===== src/rtl/shift_sequencer.sv =====
// Sequencer that drives a single ls74194 universal shift register through
// load / shift / done phases to perform logical, arithmetic or rotate shifts.
module shift_sequencer (
    input  logic       clk,
    input  logic       clear_n,
    input  logic       start,
    input  logic [3:0] data_in,
    input  logic       dir,
    input  logic [2:0] amount,
    input  logic [1:0] mode,
    input  logic [3:0] q,
    output logic [1:0] s,
    output logic [3:0] p,
    output logic       sil,
    output logic       sir,
    output logic       busy,
    output logic       done,
    output logic [3:0] result,
    output logic       carry
);

    typedef enum logic [1:0] {
        IDLE  = 2'd0,
        LOAD  = 2'd1,
        SHIFT = 2'd2,
        DONE  = 2'd3
    } state_t;

    localparam logic [1:0] MODE_ARITH  = 2'b01;
    localparam logic [1:0] MODE_ROTATE = 2'b10;

    state_t     state_q, state_d;
    logic [3:0] data_q, data_d;
    logic       dir_q, dir_d;
    logic [2:0] amount_q, amount_d;
    logic [1:0] mode_q, mode_d;
    logic [2:0] cnt_q, cnt_d;
    logic       carry_q, carry_d;

    always_ff @(posedge clk or negedge clear_n) begin
        if (!clear_n) begin
            state_q  <= IDLE;
            data_q   <= 4'b0000;
            dir_q    <= 1'b0;
            amount_q <= 3'd0;
            mode_q   <= 2'b00;
            cnt_q    <= 3'd0;
            carry_q  <= 1'b0;
        end else begin
            state_q  <= state_d;
            data_q   <= data_d;
            dir_q    <= dir_d;
            amount_q <= amount_d;
            mode_q   <= mode_d;
            cnt_q    <= cnt_d;
            carry_q  <= carry_d;
        end
    end

    // Operands are only captured in IDLE, so start is ignored while busy.
    always_comb begin
        state_d  = state_q;
        data_d   = data_q;
        dir_d    = dir_q;
        amount_d = amount_q;
        mode_d   = mode_q;
        cnt_d    = cnt_q;
        carry_d  = carry_q;
        case (state_q)
            IDLE: begin
                if (start) begin
                    data_d   = data_in;
                    dir_d    = dir;
                    amount_d = amount;
                    mode_d   = mode;
                    state_d  = LOAD;
                end
            end
            LOAD: begin
                cnt_d   = amount_q;
                carry_d = 1'b0;
                state_d = (amount_q != 3'd0) ? SHIFT : DONE;
            end
            SHIFT: begin
                cnt_d   = cnt_q - 3'd1;
                carry_d = dir_q ? q[0] : q[3];
                if (cnt_q <= 3'd1) begin
                    state_d = DONE;
                end
            end
            DONE: begin
                state_d = IDLE;
            end
            default: begin
                state_d = IDLE;
            end
        endcase
    end

    // Serial fill bits depend on the live register contents, not a snapshot.
    always_comb begin
        s      = 2'b00;
        p      = 4'b0000;
        sil    = 1'b0;
        sir    = 1'b0;
        busy   = 1'b1;
        done   = 1'b0;
        result = 4'b0000;
        case (state_q)
            IDLE: begin
                busy = 1'b0;
            end
            LOAD: begin
                s = 2'b11;
                p = data_q;
            end
            SHIFT: begin
                s = dir_q ? 2'b01 : 2'b10;
                if (mode_q == MODE_ARITH) begin
                    sir = q[3];
                end else if (mode_q == MODE_ROTATE) begin
                    sir = q[0];
                    sil = q[3];
                end
            end
            DONE: begin
                done   = 1'b1;
                result = q;
            end
            default: begin
                busy = 1'b0;
            end
        endcase
    end

    assign carry = carry_q;

endmodule


===== config.mk =====
export PLATFORM = sky130hd
export DESIGN_NAME = shift_sequencer
export DESIGN_NICKNAME = d
export VERILOG_FILES = /design/src/rtl/shift_sequencer.sv
export SDC_FILE = /design/constraint.sdc
export NUM_CORES = 1
export LEC_CHECK = 0
export CAP_MARGIN = 20
export CELL_PAD_IN_SITES_DETAIL_PLACEMENT = 0
export CELL_PAD_IN_SITES_GLOBAL_PLACEMENT = 2
export CORE_MARGIN = 4
export CORE_UTILIZATION = 25
export DETAILED_ROUTE_END_ITERATION = 10
export PLACE_DENSITY = 0.78
export SETUP_SLACK_MARGIN = 0.02
export SLEW_MARGIN = 30
export SYNTH_ARGS = -nofsm -noshare
export SYNTH_HDL_FRONTEND = slang
export SYNTH_SLANG_ARGS = --single-unit

===== constraint.sdc =====
create_clock -name clk -period 1.4 [get_ports clk]
set_input_delay 0.42 -clock clk [delete_from_list [all_inputs] [get_ports clk]]
set_output_delay 0.42 -clock clk [all_outputs]
set_load 0.05 [all_outputs]

==> qor.yml <==
synth_area_um2: 943
finalSetupViolCount: 28
placement.io_buffers: 31
insertion_delay_ns: 0.25
min_period_ns: 1.86
slew_headroom: 0.702
dpl.hpwl_mm: 1.91
fin_util: 0.516
holdWs_ns: 0.487
p_seq_frac: 0.181
die_x_um: 69.4
worstSetupStartpoint: "state_q[1]$_DFFE_PN0P_"
hold_viol: 0
cts_tree: "built"
layout_common_cells: "buf_12 (16), dfrtp_1 (15), buf_4 (14)"
clock_path_buffers: 2
synth.area.top_cells: "dfrtp_1 (42%), mux2_2 (12%), ha_1 (9.3%)"
p_leak_nw: 0.837
yosysTopAreaCell: "dfrtp_1"
switching_share: 0.407
synthCells: 84
drt_first_pass_iters: 2
final_common_cell: "buf_12"
drive_above_1_share: 0.594
p_switching_mw: 2.08
ys_seq_area_frac: 0.424
peakVddDrop_v: 0.00131
gp_congestion: 0.782
syn_to_final_growth_pct: 100
cts-root-buf: "clkbuf_8"
postRouteAntennaNets: 0
cts_num_sinks: 16
worst_ep_required_time_ns: 0.98
end_kind: "output port"
path_class: "flop to output port"
setup_slack_ns: -0.462
r2r_start: "state_q[1]$_DFFE_PN0P_"
final_nets: 163
min-delay-path-class: "primary input to async pin"
maxCapViolCount: 0
critPathMaxFanout: 4
grt_pass1_vias: 947
p_clk_frac: 0.080
die_area_mm2: 0.00482
track_usage: 0.120
grt_pass1_wl_mm: 4.53
tightest_slew_ns: 0.447
start_util: 0.258
p_total_mw: 5.11
fin_skew_ns: 0.00191
period_share: 1.33
crit_path_start_kind: "flop"
yosysUniqueCellTypes: 31
drt_wl_total_mm: 2.73
p_per_area_mw_per_mm2: 2700
antenna_found_initial: 0
overflow: 0
chipHeight_um: 69.4
drv_slew: 0
numCtsBuffers: 3
max_freq_ghz: 0.537
vias: 833
run_status: "finished with violations"
diodes: 0
final.setup.tns_ns: -5.84
critPathArrivalTime_ns: 1.44
drtIter0Drc: 7
drc: 0
yosys_warnings: 0
finalInstanceArea_mm2: 0.00189
place_area_mm2: 0.00161
htree_num_levels: 1
wl_per_cell_um: 14.7
clkTransAtPathRegs_ns: 0.06
row_count: 22
syn_nets: 108
pwr-share-comb: 0.739
internal-power_mw: 3.03
violations: "negative setup slack"
core_mm2: 0.00366
grt_max_degree: 17
avgSynthCellArea_um2: 11.2
vias_per_cell: 4.48
ys_ff_latch: 16
io_pins: 32
rsz0062_at_grt: "true"
yosysTopAreaCellShare: 0.424
[final cells by class]
cell class | instances | area [um^2]
Clock buffer | 4 | 55.1
Fill cell | 315 | 1770
Inverter | 7 | 30.0
Multi-Input combinational cell | 60 | 702
Sequential cell | 16 | 402
Tap cell | 48 | 60.1
Timing Repair Buffer | 51 | 642
[metal layers]
metal,vias up,wire length (um),GRT usage
li1,399,-,-
met2,36,1320,0.194
met5,-,0,0
met1,390,1080,0.131
met3,8,249,0.0507
met4,0,82,0.0672
[power groups by stage]
stage | registers [mW] | logic [mW] | clock network (mW)
2_1_floorplan | 0.896 | 1.88 | 0
3_3_place_gp | 0.901 | 3.08 | 0
3_5_place_dp | 0.917 | 3.13 | 0
4_1_cts | 0.930 | 3.71 | 0.426
5_1_grt | 0.953 | 4.01 | 0.439
6_report | 0.927 | 3.78 | 0.409
[worst paths after layout]
check / end / slack, ns / cells past startpoint
setup reg to reg: amount_q[0]$_DFFE_PN0P_ / -0.15 / 7
min in group clk: data_q[1]$_DFFE_PN0P_ / 0.51 / 1
setup / recovery: s[0] / -0.46 / 5
hold / removal: data_q[3]$_DFFE_PN0P_ / 0.49 / 2
max in group asynchronous: state_q[1]$_DFFE_PN0P_ / 0.71 / 2
hold reg to reg: data_q[1]$_DFFE_PN0P_ / 0.51 / 1
[Yosys cell counts, drive strengths merged]
cell     count
nand2        5
o21a         1
o211ai       2
dfrtp       16
and3         1
o221ai       1
nand3b       1
o22ai        2
mux2        11
nand3        1
nor4b        1
nor2b        3
mux2i        1
a2bb2oi      1
o2111ai      1
nor2         1
ha           7
buf          2
or2          1
o21ai        2
a21oi        2
a21boi       1
nand2b       4
and2         8
or3          1
inv          7
[state kept, by name, summed over array words and instances (netlist names)]
register / flops
amount_q: 3
cnt_q: 3
state_q: 2
mode_q: 2
dir_q: 1
carry: 1
data_q: 4
[logic make-up (layout without fill, tap and decap cells)]
kind of cell	after synthesis	count (layout)	share of synthesized area
and+or+nand+nor	27	28	0.192
DFF	16	16	0.424
AOI/OAI and AO/OA	13	13	0.0995
muxes	12	12	0.146
buffers and inverters	9	62	0.0451
adders and majority gates	7	7	0.0928
[critical path, cell delays in order, from the launching register on]
cell     delay, ns
dfrtp_2       0.42
inv_2         0.07
buf_6         0.12
ha_4          0.27
nor2b_4       0.16
buf_12        0.14
[per-stage QoR]
step	cells	setup WS, ns
floorplan	84	-0.210
global placement	174	-0.398
detailed placement	174	-0.444
CTS	185	-0.452
global route	186	-0.504
finish	186	-0.462
[timing repair]
item | in CTS | in global routing
pin swaps | 7 | 5
gates resized for setup | 34 | 6
gates cloned | 1 | 0
hold buffers | 0 | 0
setup buffers | 7 | 3
endpoints found under the setup margin | 29 | 30
No activity file was read; power rests on OpenSTA's default activity.
